[src/rtl/seg7_scan.sv]
// seg7_scan
// Time-multiplexed scanner for a common-anode seven-segment display bank.
// Walks through DIGITS hex digits, one slot of REFRESH_DIV cycles per digit.
// Each slot starts with DEAD_CYCLES cycles of all anodes off to suppress ghosting.
// A newly loaded word is held back until the end of the frame, so a frame never
// mixes nibbles from two different words.
//
// Ports:
//   clk        - single clock, rising edge
//   rst        - asynchronous active-high reset
//   value      - hex word to display, nibble i drives digit i (digit 0 = LSN)
//   load       - capture value on this edge
//   lz_blank   - leading-zero blanking enable
//   nibble     - hex digit of the active slot, to the segment decoder
//   an         - active-low anode selects, at most one bit low
//   frame_done - one-cycle pulse on the last cycle of the last digit
//   pending    - a loaded word is waiting for the frame boundary
module seg7_scan #(
  parameter int DIGITS      = 8,
  parameter int REFRESH_DIV = 100000,
  parameter int DEAD_CYCLES = 2
) (
  input  logic                  clk,
  input  logic                  rst,
  input  logic [4*DIGITS-1:0]   value,
  input  logic                  load,
  input  logic                  lz_blank,
  output logic [3:0]            nibble,
  output logic [DIGITS-1:0]     an,
  output logic                  frame_done,
  output logic                  pending
);

  localparam int CW = (REFRESH_DIV > 1) ? $clog2(REFRESH_DIV) : 1;
  localparam int IW = (DIGITS > 1) ? $clog2(DIGITS) : 1;
  localparam logic [CW-1:0] CNT_LAST = CW'(REFRESH_DIV - 1);
  localparam logic [IW-1:0] IDX_LAST = IW'(DIGITS - 1);

  logic [CW-1:0]         cnt, cnt_nx;
  logic [IW-1:0]         idx, idx_nx;
  logic [4*DIGITS-1:0]   shadow, shadow_nx;
  logic [4*DIGITS-1:0]   pend_word, pend_word_nx;
  logic                  pend_flag, pend_flag_nx;

  logic                  slot_end;
  logic                  boundary;
  logic [DIGITS-1:0]     zero_above;
  logic                  zero_run;
  logic [3:0]            nib_sel;
  logic                  sel_zero;
  logic                  blank;
  logic                  lit;
  logic [3:0]            nibble_nx;
  logic [DIGITS-1:0]     an_nx;
  logic                  frame_done_nx;

  // Next-state logic for the scan position and the word buffers.
  // A load coinciding with the frame boundary goes straight to the shadow.
  always_comb begin
    slot_end     = (cnt == CNT_LAST);
    boundary     = slot_end && (idx == IDX_LAST);
    cnt_nx       = slot_end ? '0 : cnt + CW'(1);
    idx_nx       = idx;
    if (slot_end) begin
      idx_nx = (idx == IDX_LAST) ? '0 : idx + IW'(1);
    end
    pend_word_nx = load ? value : pend_word;
    pend_flag_nx = pend_flag;
    shadow_nx    = shadow;
    if (boundary) begin
      pend_flag_nx = 1'b0;
      if (load) begin
        shadow_nx = value;
      end else if (pend_flag) begin
        shadow_nx = pend_word;
      end
    end else if (load) begin
      pend_flag_nx = 1'b1;
    end
  end

  // Output pre-computation from the next-state values, so the registered
  // outputs change on the same edge as the state they describe.
  // zero_above[i] is set when nibbles i..DIGITS-1 of the next shadow are zero.
  always_comb begin
    zero_run = 1'b1;
    zero_above = '0;
    for (int i = DIGITS - 1; i >= 0; i--) begin
      zero_run = zero_run && (shadow_nx[4*i +: 4] == 4'h0);
      zero_above[i] = zero_run;
    end

    nib_sel  = 4'h0;
    sel_zero = 1'b0;
    for (int i = 0; i < DIGITS; i++) begin
      if (idx_nx == IW'(i)) begin
        nib_sel  = shadow_nx[4*i +: 4];
        sel_zero = zero_above[i];
      end
    end

    blank = lz_blank && (idx_nx != '0) && sel_zero;
    lit   = !blank && ((DEAD_CYCLES == 0) || (int'(cnt_nx) >= DEAD_CYCLES));

    an_nx = '1;
    if (lit) begin
      for (int i = 0; i < DIGITS; i++) begin
        if (idx_nx == IW'(i)) begin
          an_nx[i] = 1'b0;
        end
      end
    end

    nibble_nx     = blank ? 4'h0 : nib_sel;
    frame_done_nx = (cnt_nx == CNT_LAST) && (idx_nx == IDX_LAST);
  end

  // Scan position and word buffers.
  always_ff @(posedge clk or posedge rst) begin
    if (rst) begin
      cnt       <= '0;
      idx       <= '0;
      shadow    <= '0;
      pend_word <= '0;
      pend_flag <= 1'b0;
    end else begin
      cnt       <= cnt_nx;
      idx       <= idx_nx;
      shadow    <= shadow_nx;
      pend_word <= pend_word_nx;
      pend_flag <= pend_flag_nx;
    end
  end

  // Registered outputs, glitch-free toward the display pins.
  always_ff @(posedge clk or posedge rst) begin
    if (rst) begin
      an         <= '1;
      nibble     <= 4'h0;
      frame_done <= 1'b0;
      pending    <= 1'b0;
    end else begin
      an         <= an_nx;
      nibble     <= nibble_nx;
      frame_done <= frame_done_nx;
      pending    <= pend_flag_nx;
    end
  end

endmodule

[config.mk]
export PLATFORM = sky130hd
export DESIGN_NAME = seg7_scan
export DESIGN_NICKNAME = d
export VERILOG_FILES = /design/src/rtl/seg7_scan.sv
export SDC_FILE = /design/constraint.sdc
export NUM_CORES = 1
export LEC_CHECK = 0
export CAP_MARGIN = 20
export CORE_MARGIN = 2
export CORE_UTILIZATION = 57
export DETAILED_ROUTE_END_ITERATION = 16
export PLACE_DENSITY = 0.87
export SYNTH_ARGS = -nofsm -noshare
export SYNTH_HDL_FRONTEND = slang
export SYNTH_SLANG_ARGS = --single-unit
[constraint.sdc]
create_clock -name clk -period 4.3 [get_ports clk]
set_clock_uncertainty 0.1 [all_clocks]
set_input_delay 0.86 -clock clk [delete_from_list [all_inputs] [get_ports clk]]
set_output_delay 0.86 -clock clk [all_outputs]
set_load 0.005 [all_outputs]
; ---- Yosys cells after proc, flatten, opt, wreduce, memory -nomap -nowiden
; Cells that the tools add are included.
[totals]
register_bits = 98
inputBits = 36
output_inout_bits = 14
wordCells = 79
[op_classes]
addsub = 2
n_lt_le_gt_ge = 1
eq_ne = 10
muxes = 34
reduce_logical = 24
[ops]
columns = cell, count
row1 = $mux W32, 3
row2 = $mux W4, 9
row3 = $eq A17 B17 Y1 const B, 2
row4 = $logic_not A4 Y1, 8
row5 = $mux W1, 18
row6 = $add A17 B1 Y17 const B, 1
row7 = $ge A17 B2 Y1 const B, 1
row8 = $mux W17, 1
row9 = $eq A3 B3 Y1 const B, 5
row10 = $logic_and A1 B1 Y1, 12
row11 = $mux W8, 1
row12 = $eq A3 B2 Y1 const B, 2
row13 = $mux W3, 2
row14 = $add A3 B1 Y3 const B, 1
row15 = $eq A3 B1 Y1 const B, 1
row16 = $logic_not A3 Y1, 1
row17 = $reduce_bool A3 Y1, 1
row18 = $reduce_bool A2 Y1, 1
row19 = $logic_not A1 Y1, 1

; ---- Longest topological paths before layout
; Gate-level depths: netlist (run 1).
[logic_depth]
ltp_word = 23
depth_mapped = 12
ltp_nobuf = 9

; ---- Worst setup path before layout (run 1)
; Ideal clock, no wire load.
[synth_path]
path_kind = input -> register
start = input port load
end = register an[1]
setup_time_ns = 0.071
arrival_time_ns = 2.977
required_ns = 4.129
slack_ns = 1.153
cell_stages = 9
n_path_buf = 2
cell_sequence = clkbuf_1 > buf_1 > mux2i_1 > inv_1 > nor4_1 > o211ai_2 > a2111oi_4 > o2111ai_2 > nand4_1
[synth_between]
elab_chain_cells = 22
word_cells_on_any_way = 29
classes_between = 11 x mux / 18 x reduce/logical
[synth_rtl]
columns = element, line_no
row1 = from (decl), 26  ; input logic load,
row2 = $mux W32 *, 72  ; if (load) begin
row3 = $mux W32 *, 70  ; if (boundary) begin
row4 = $logic_not A4 Y1, 89  ; zero_run = zero_run && (shadow_nx[4*i +: 4] == 4'h0);
row5 = $logic_and A1 B1 Y1 (7 in series), 89
row6 = $mux W1 (7 in series), 96  ; if (idx_nx == IW'(i)) begin
row7 = $mux W1 *, 96
row8 = $logic_and A1 B1 Y1 *, 102  ; blank = lz_blank && (idx_nx != '0) && sel_zero;
row9 = $logic_not A1 Y1 *, 103  ; lit = !blank && ((DEAD_CYCLES == 0) || (int'(cnt_nx) >= DEAD_CYCLES));
row10 = $logic_and A1 B1 Y1 *, 103
row11 = $mux W8 *, 106  ; if (lit) begin
row12 = net an_nx[1], 54  ; logic [DIGITS-1:0] an_nx;
row13 = to (signal assigned), 143  ; an <= an_nx;
row14 = to (decl), 29  ; output logic [DIGITS-1:0] an,
; Mark *: on every way through the listed nets, which the timed path passes. The rest lies on a longest branch.
; A chain may end at the register's enable or synchronous reset.

; ---- Worst setup path in the final report (run 1)
[layout_path]
start = register cnt[9]
end = register nibble[2]
[layout_between]
elab_chain_cells = 21
word_cells_on_any_way = 47
classes_between = 8 x eq/ne / 19 x mux / 20 x reduce/logical
[layout_rtl]
columns = element, line_no
row1 = from (decl), 39  ; logic [CW-1:0] cnt, cnt_nx;
row2 = from (signal assigned), 127  ; cnt <= cnt_nx;
row3 = $eq A17 B17 Y1 *, 60  ; slot_end = (cnt == CNT_LAST);
row4 = $logic_and A1 B1 Y1, 61  ; boundary = slot_end && (idx == IDX_LAST);
row5 = $mux W32, 70
row6 = $logic_not A4 Y1, 89
row7 = $logic_and A1 B1 Y1 (7 in series), 89
row8 = $mux W1 (8 in series), 96
row9 = $logic_and A1 B1 Y1, 102
row10 = $mux W4 *, 114  ; nibble_nx = blank ? 4'h0 : nib_sel;
row11 = net nibble_nx[2], 53  ; logic [3:0] nibble_nx;
row12 = to (signal assigned), 144  ; nibble <= nibble_nx;
row13 = to (decl), 28  ; output logic [3:0] nibble,
; Marked as above.

==> flow_summary.yaml, run 1 <==
timing:
  rsz0062_at_grt: "no"
  timing.final.hold_violations: 0
  period_share_pct: 87.7
  drv_slew: 0
  slew_headroom_pct: 34.4
  max_freq_mhz: 265
  final.min_clock_period_ns: 3.77
  max_slew.worst_pin.slew_ns: 0.957
  setup_viol: 0
  setup-tns-final_ns: 0
floorplanning:
  ios: 50
  core-area_sq_um: 8680
  die_area_sq_um: 9710
  core.rowCount: 34
  fp.dieW_um: 98.6
  die_h_um: 98.6
  initial_core_util_pct: 58.7
synthesis:
  yosysSeqAreaShare_pct: 48.3
  synthAdderAreaFrac_pct: 0.737
  ys_types: 63
  yosys-top-cells-area: "dfrtp_1 44%, mux2_2 6.6%, dfstp_2 4.1%, mux2i_1 4.1%, nand4_1 2.9%"
  syn_inst: 500
  synth_xor_area_share_pct: 2.41
  synth_top_family_by_area: "simple AND/OR/NAND/NOR gates"
  synth_ff_type: "dfrtp_1"
  synth.avg_cell_area_sq_um: 10.2
  synth_edf_count: 0
  synth_compound_area_share_pct: 15.8
  yosys_warnings: 0
  netlist_area_sq_um: 5100
  netlist.top_cell.by_area: "dfrtp_1"
  async_reset_ff_share_pct: 100
  synth-seq-cells: 98
  muxShareOfSynthArea_pct: 10.8
  syn-num-nets: 539
  synth-simple-area-share_pct: 17.3
  synth_top_area_share_pct: 44.2
layout:
  nets: 582
  design_area_sq_um: 5860
  multi_input_area_sq_um: 2400
  final_util_pct: 67.6
  drive_gt1_share_pct: 13.7
  fillers: 669
  regArea_sq_um: 2460
  antennaDiodeCount: 0
  area_growth_pct: 15.1
worst_setup_path:
  crit_fanout: 20
  endpoint_kind: "flip-flop"
  cp.arrival_ns: 3.90
  critPathLaunchType: "flip-flop"
  worstPathRequired_ns: 4.43
  path_class: "reg -> reg"
clocking:
  cts_root_buffer: "clkbuf_8"
  ctsHoldBuffers: 0
  postCtsSetupBuffers: 0
  cts_sinks: 98
  htree_levels: 3
  clk_latency_ns: 0.36
  cts.reportedPaths.clkPinSlew_ns: 0.10
  cts_inserted_buffers: 9
  clk_path_buf_depth: 2
  cts_tree: "done"
  post_cts_resized: 0
placed_design:
  gp_congestion: 0.940
  placed_area_sq_um: 5670
  hpwlAfterDp_um: 9520
  portBuffers: 49
route:
  vias_per_cell: 6.46
  postRouteAntennaNets: 0
  via_count: 4239
  drc: 0
  drtIter0Drc: 356
  routed_wl_um: 12900
  wl_per_cell_um: 19.6
  drt-pass1-iter-count: 6
power_and_ir_drop:
  power_frac_comb_pct: 7.6
  power.net_switching_mw: 0.400
  power.density_nw_per_um2: 290
  power_frac_seq_pct: 56.8
  intPower_mw: 1.30
  p_leak_nw: 2.46
  swShare_pct: 23.6
  peakVddDrop_mv: 0.180
  clkPwrFrac_pct: 35.6
min_path:
  worstHoldPathType: "reg -> reg"
global_route:
  antenna_found_initial: 0
  grt_pass1_vias: 4241
  gr-usage-all-layers_pct: 27.1
  grt_pass1_wl_um: 20900
  grt_remaining_overflow: 0
  grt_max_degree: 72
job:
  drv_cap: 0
outcome:
  run_status: "finished, final reports clean"
[cell usage after synthesis, drive strengths merged (2+ instances only)]
library cell  number
nor2b              2
or2                4
a21o               3
o2111ai            2
inv               27
a22o               2
and4               3
and4b              2
a41oi              3
a22oi              5
or4                3
a31oi              4
o21a              10
mux2              30
or3                3
nand4             24
nand4b             2
a211oi             4
o2bb2ai            2
ha                 3
o211ai            14
xor2               3
o22ai              3
nor3              14
nor2              31
a21boi             2
and2               4
nand3             15
xnor2             11
nor4              14
o31ai              6
a21oi             19
clkbuf            14
a211o              4
dfrtp             90
nand2b             6
mux2i             21
nand2             38
dfstp              8
o21ai             18
buf               14
[sequential cells by signal, indices dropped and copies added (netlist names)]
signal and flops:
an 8, pend_word 32, pending 1, cnt 17, nibble 4, shadow 32
idx 3, frame_done 1
[logic make-up (layout without fill, tap and decap cells)]
family                     after synthesis  in the layout
AOI/OAI and AO/OA                      112            112
xor gates and xnor gates                14             14
adders and majority gates                3              3
buffers and inverters                   55            103
DFF                                     98             98
muxes                                   51             51
and+or+nand+nor                        167            167
[critical path, stage by stage (launching register included)]
cell	delay [ns]
dfrtp_1	0.56
nor4bb_1	0.49
and4_1	0.57
mux2i_1	0.21
buf_4	0.25
inv_1	0.48
nand2_1	0.21
o221ai_1	0.29
o21ai_0	0.12
a221oi_1	0.35
[worst paths after layout]
check | startpoint | end | slack [ns] | cells after the start
min in group asynchronous | rst | cnt[0]$_DFF_PP0_ | 0.94 | 2
worst max-delay path | cnt[9]$_DFF_PP0_ | nibble[2]$_DFF_PP0_ | 0.53 | 9
worst min register to register | shadow[7]$_DFF_PP0_ | shadow[7]$_DFF_PP0_ | 0.40 | 2
worst max register to register | cnt[9]$_DFF_PP0_ | nibble[2]$_DFF_PP0_ | 0.53 | 9
max in group asynchronous | rst | an[6]$_DFF_PP1_ | 2.36 | 3
worst min-delay path | shadow[7]$_DFF_PP0_ | shadow[7]$_DFF_PP0_ | 0.40 | 2
[power groups by stage]
stage	Combinational, mW	Clock, mW	Sequential [mW]
floorplan	0.0738	0	0.978
global placement	0.126	0	0.981
detailed placement	0.131	0	0.983
CTS	0.131	0.613	0.965
global route	0.142	0.656	0.968
finish	0.129	0.605	0.965
[placed cells by master, fill, tap and decap left out, drive strengths merged, types with 4 or more instances in the layout]
master	synthesis	final
a211o	4	4
a211oi	4	4
a21oi	19	19
a22oi	5	5
a31oi	4	4
and2	4	4
buf	14	12
clkbuf	14	12
clkdlybuf4s50	0	48
dfrtp	90	90
dfstp	8	8
inv	27	27
mux2	30	30
mux2i	21	21
nand2	38	38
nand2b	6	6
nand3	15	15
nand4	24	24
nor2	31	31
nor3	14	14
nor4	14	14
o211ai	14	14
o21a	10	10
o21ai	18	18
o31ai	6	6
or2	4	4
xnor2	11	11
[layout make-up]
type	instances	share of cell area [%]
sequential	98	42.0
timing repair buffer	60	9.69
multi-input combinational	347	40.9
tap	108	2.30
inverter	27	1.77
clock inverter	4	0.896
clock buffer	12	2.48
[metal layers]
metal / vias to the layer above / GRT usage (%) / part of all wire (%)
li1: 1936 / - / -
met1: 2060 / 34.8 / 40
met2: 193 / 45.1 / 50
met3: 50 / 4.33 / 5.9
met4: 0 / 13.3 / 4.1
met5: - / 0 / 0
[through the flow]
stage / total power [mW] / std cells / setup WS (ns) / hold slack, ns
finish: 1.70 / 656 / 0.528 / 0.401
global route: 1.77 / 656 / 0.361 / 0.425
CTS: 1.71 / 656 / 0.623 / 0.402
detailed placement: 1.11 / 640 / 0.683 / 0.381
global placement: 1.11 / 640 / 0.801 / 0.377
floorplan: 1.05 / 500 / 0.791 / 0.348
Note: power is estimated with default switching activity, not from simulation.
==> run 2, diff against run 1 <==
Settings changed: CAP_MARGIN 20 to 40, SKIP_CTS_REPAIR_TIMING set to 1.
==> run 2 against run 1 <==
Effect of this change:
- combinational power barely moved
- power fell by 3.4%
- via count fell by 0.31%
- worst hold slack got worse by 0.0067 ns
- wire length fell by 0.15%
- clock-buffer cell count did not move
- critical endpoint unchanged
- critical path type unchanged
- largest cell class unchanged
- first-iteration DRC count fell by 2.8%
- register-to-register slack improved by 0.08 ns
==> flow_summary.yaml, run 2 (synthesis results as in run 1) <==
power_and_ir_drop:
  peakVddDrop_mv: 0.227
  power.density_nw_per_um2: 280
  p_leak_nw: 2.47
global_route:
  grt_remaining_overflow: 0
  gr-usage-all-layers_pct: 27.4
  grt_max_degree: 41
  grt_pass1_vias: 4212
  antenna_found_initial: 0
  grt_pass1_wl_um: 21200
timing:
  timing.final.hold_violations: 0
  period_share_pct: 85.8
  max_slew.worst_pin.slew_ns: 0.966
  slew_headroom_pct: 33.8
  setup-tns-final_ns: 0
  final.min_clock_period_ns: 3.69
  max_freq_mhz: 271
  setup_viol: 0
  rsz0062_at_grt: "no"
  drv_slew: 0
clocking:
  cts_inserted_buffers: 9
  cts_tree: "done"
  htree_levels: 3
  clk_path_buf_depth: 2
  cts.reportedPaths.clkPinSlew_ns: 0.09
  cts_root_buffer: "clkbuf_8"
  cts_sinks: 98
  clk_latency_ns: 0.36
route:
  drt-pass1-iter-count: 4
  routed_wl_um: 12900
  wl_per_cell_um: 19.6
  drc: 0
  vias_per_cell: 6.43
  drtIter0Drc: 346
  via_count: 4226
  postRouteAntennaNets: 0
layout:
  reg_top3: "pend_word (32), shadow (32), cnt (17)"
  final_cell_mix: "90 x dfrtp_1, 48 x clkdlybuf4s50_1, 38 x nand2_1, 31 x nor2_1, 30 x mux2_2"
  fillers: 662
  nets: 583
  drive_gt1_share_pct: 13.8
  final_util_pct: 67.5
  final_common_cell: "dfrtp_1"
  antennaDiodeCount: 0
  area_growth_pct: 15.0
worst_setup_path:
  cp.arrival_ns: 3.82
  critPathLaunchType: "flip-flop"
  worstPathRequired_ns: 4.43
  endpoint_kind: "flip-flop"
  crit_fanout: 10
  path_class: "reg -> reg"
floorplanning:
  die_area_sq_um: 9710
  initial_core_util_pct: 58.7
  core.rowCount: 34
  fp.dieW_um: 98.6
  core-area_sq_um: 8680
  die_h_um: 98.6
  ios: 50
outcome:
  run_status: "finished, final reports clean"
job:
  drv_cap: 0
placed_design:
  hpwlAfterDp_um: 9680
  portBuffers: 49
  gp_congestion: 0.940
min_path:
  worstHoldPathType: "reg -> reg"
## run 2: cell count changes in the layout (fill, tap and decap cells not counted), sizes merged
| cell | delta |
|---|---|
| buf | +1 |
| bufinv | -1 |
| clkinvlp | -1 |
| clkinv | +2 |
## run 2: per-stage QoR
| step | instance area [sq um] | power, mW | setup WS [ns] | hold WS [ns] | instances |
|---|---|---|---|---|---|
| after floorplan | 5100 | 1.05 | 0.791 | 0.348 | 500 |
| after global placement | 5670 | 1.11 | 0.801 | 0.377 | 640 |
| after detailed placement | 5690 | 1.12 | 0.690 | 0.379 | 641 |
| after CTS | 5860 | 1.65 | 0.650 | 0.400 | 657 |
| after global routing | 5860 | 1.71 | 0.374 | 0.435 | 657 |
| final | 5860 | 1.64 | 0.613 | 0.395 | 657 |
## run 2: where the power goes
group / switching, mW / internal (mW) / total (mW) / leakage, nW
clock network: 0.317 / 0.227 / 0.545 / 0.0826
registers: 0.0125 / 0.953 / 0.965 / 1.23
logic: 0.0688 / 0.0622 / 0.131 / 1.15
total: 0.399 / 1.24 / 1.64 / 2.47
## run 2: per-layer routing
layer	wire, um	global-route usage [%]	up-vias	part of all wire, %
met5	0	0	-	0
met4	370	10.6	0	2.9
met3	599	3.90	33	4.7
met2	6620	46.6	179	52
met1	5260	35.9	2079	41
li1	-	-	1935	-
## run 2: critical path, cell delays in order (launching register included)
cell and delay [ns]:
dfrtp_1 0.43, ha_1 0.29, and4_1 0.34, and4_1 0.53, mux2i_1 0.86, o2111ai_1 0.35, o221ai_1 0.21, o21ai_0 0.11
a221oi_1 0.33
## run 2: worst paths after layout
path,start,to,slack (ns),depth (start not counted)
min in group asynchronous,rst,cnt[0]$_DFF_PP0_,0.76,2
min reg2reg,shadow[7]$_DFF_PP0_,shadow[7]$_DFF_PP0_,0.39,2
max reg2reg,cnt[0]$_DFF_PP0_,nibble[2]$_DFF_PP0_,0.61,8
min,shadow[7]$_DFF_PP0_,shadow[7]$_DFF_PP0_,0.39,2
max in group asynchronous,rst,an[6]$_DFF_PP1_,2.48,4
max,cnt[0]$_DFF_PP0_,nibble[2]$_DFF_PP0_,0.61,8
## run 2: layout make-up
class                           instances  area, sq um  share of cell area, %
Clock buffer                           12          145                   2.48
Sequential cell                        98         2460                   42.0
Inverter                               27          104                   1.77
Multi-Input combinational cell        347         2400                   40.9
Timing Repair Buffer                   61          588                   10.0
Tap cell                              108          135                   2.31
Clock inverter                          4         28.8                  0.491
==> run 3, diff against run 2 <==
Settings changed: CAP_MARGIN 40 to not set, RECOVER_POWER set to 50.
==> run 3 against run 2 <==
Effect of this change:
- cell count down 0.15%
- critical path depth increased by 1
- via count down 0.26%
- sequential power hardly changed
- largest cell class unchanged
- the run now ends with capacitance limit, slew limit left
==> flow_summary.yaml, run 3 (synthesis results as in run 1) <==
worst_setup_path:
  cp_cell_sequence: "nor4bb_1 > and4_1 > mux2i_1 > buf_4 > inv_1 > nand2_1 > o221ai_1 > o21ai_0 > a221oi_1"
  path_class: "reg -> reg"
  crit_fanout: 20
  worstPathRequired_ns: 4.44
  endpoint_kind: "flip-flop"
  path_buf_inv: 2
  cp.arrival_ns: 3.85
  critPathTopFamily: "simple AND/OR/NAND/NOR gates"
  cpPeakStageDelay_ns: 0.57
  critPathLaunchType: "flip-flop"
  crit_slowest_cell: "and4_1"
floorplanning:
  initial_core_util_pct: 58.7
  ios: 50
  core-area_sq_um: 8680
  die_area_sq_um: 9710
  die_h_um: 98.6
  fp.dieW_um: 98.6
  core.rowCount: 34
layout:
  nets: 582
  regArea_sq_um: 2460
  final_common_cell: "dfrtp_1"
  area_growth_pct: 14.9
  reg_top3: "pend_word (32), shadow (32), cnt (17)"
  multi_input_area_sq_um: 2400
  fillers: 672
  final_cell_count_no_fill: 656
  antennaDiodeCount: 0
  final_cell_mix: "90 x dfrtp_1, 47 x clkdlybuf4s50_1, 38 x nand2_1, 31 x nor2_1, 27 x inv_1"
  drive_gt1_share_pct: 11.7
min_path:
  worstHoldPathType: "reg -> reg"
global_route:
  grt_max_degree: 72
  grt_pass1_wl_um: 20900
  gr-usage-all-layers_pct: 27.1
  antenna_found_initial: 0
  grt_remaining_overflow: 0
  grt_pass1_vias: 4241
outcome:
  run_status: "complete, but fails checks"
  failed_checks: "capacitance limit, slew limit"
power_and_ir_drop:
  power.density_nw_per_um2: 290
  peakVddDrop_mv: 0.180
  swShare_pct: 23.6
  power_frac_comb_pct: 7.5
  clkPwrFrac_pct: 35.7
  power.net_switching_mw: 0.400
  intPower_mw: 1.30
  p_leak_nw: 2.46
  power_frac_seq_pct: 56.9
clocking:
  cts.reportedPaths.clkPinSlew_ns: 0.09
  cts_sinks: 98
  cts_tree: "done"
  htree_levels: 3
  clk_path_buf_depth: 2
  clk_latency_ns: 0.36
  cts_root_buffer: "clkbuf_8"
  cts_inserted_buffers: 9
timing:
  drv_slew: 72
  timing.final.hold_violations: 0
  setup_viol: 0
  max_freq_mhz: 269
  period_share_pct: 86.3
  setup-tns-final_ns: 0
  rsz0062_at_grt: "no"
  final.min_clock_period_ns: 3.71
  max_slew.worst_pin.slew_ns: 2.67
  slew_headroom_pct: -78.1
route:
  drt-pass1-iter-count: 5
  routed_wl_um: 12900
  drtIter0Drc: 349
  vias_per_cell: 6.43
  postRouteAntennaNets: 0
  via_count: 4215
  drc: 0
  wl_per_cell_um: 19.6
placed_design:
  portBuffers: 49
  hpwlAfterDp_um: 9520
  gp_congestion: 0.940
  placed_cells: 640
job:
  drv_cap: 1
run 3: path summary, 6_finish.rpt:
path	from	endpoint	slack [ns]	cells past startpoint
worst max-delay path	cnt[9]$_DFF_PP0_	nibble[2]$_DFF_PP0_	0.59	9
worst min-delay path	shadow[7]$_DFF_PP0_	shadow[7]$_DFF_PP0_	0.40	2
worst max register to register	cnt[9]$_DFF_PP0_	nibble[2]$_DFF_PP0_	0.59	9
worst min register to register	shadow[7]$_DFF_PP0_	shadow[7]$_DFF_PP0_	0.40	2
max in group asynchronous	rst	pend_word[3]$_DFFE_PP0P_	0.79	2
min in group asynchronous	rst	cnt[2]$_DFF_PP0_	1.79	2
run 3: layout make-up:
class,instances,area share [%]
flip-flops and latches,98,42.1
clock buffers,12,2.48
inverters,27,1.73
well taps,108,2.31
repair buffers,60,9.58
clock inverters,4,0.898
multi-input cells,347,40.9
run 3: stage by stage:
stage | cell area [sq um] | util, % | hold slack [ns] | power (mW) | worst slack, ns
after floorplan | 5100 | - | 0.348 | 1.05 | 0.791
after global placement | 5670 | 65.3 | 0.377 | 1.11 | 0.801
after detailed placement | 5670 | 65.3 | 0.381 | 1.11 | 0.683
after CTS | 5860 | 67.6 | 0.402 | 1.71 | 0.623
after global routing | 5850 | 67.4 | 0.425 | 1.76 | 0.182
final | 5850 | 67.4 | 0.400 | 1.70 | 0.589
run 3: per-layer routing:
metal / vias to the layer above / track usage, % / wire length (um)
met5: - / 0 / 0
met4: 0 / 13.3 / 511
met3: 45 / 4.33 / 838
met2: 189 / 45.1 / 6490
met1: 2050 / 34.8 / 5030
li1: 1931 / - / -
run 3: power groups by stage:
stage               Combinational (mW)  Clock [mW]  Sequential, mW
floorplan                       0.0738           0           0.978
detailed placement               0.131           0           0.983
finish                           0.127       0.605           0.965
CTS                              0.131       0.613           0.965
global placement                 0.126           0           0.981
global route                     0.140       0.656           0.968
run 3: tightest hold or removal path, cell delays in order, from the launching register on:
cell	delay, ns
dfrtp_1	0.35
nand2_1	0.07
nand2_1	0.05
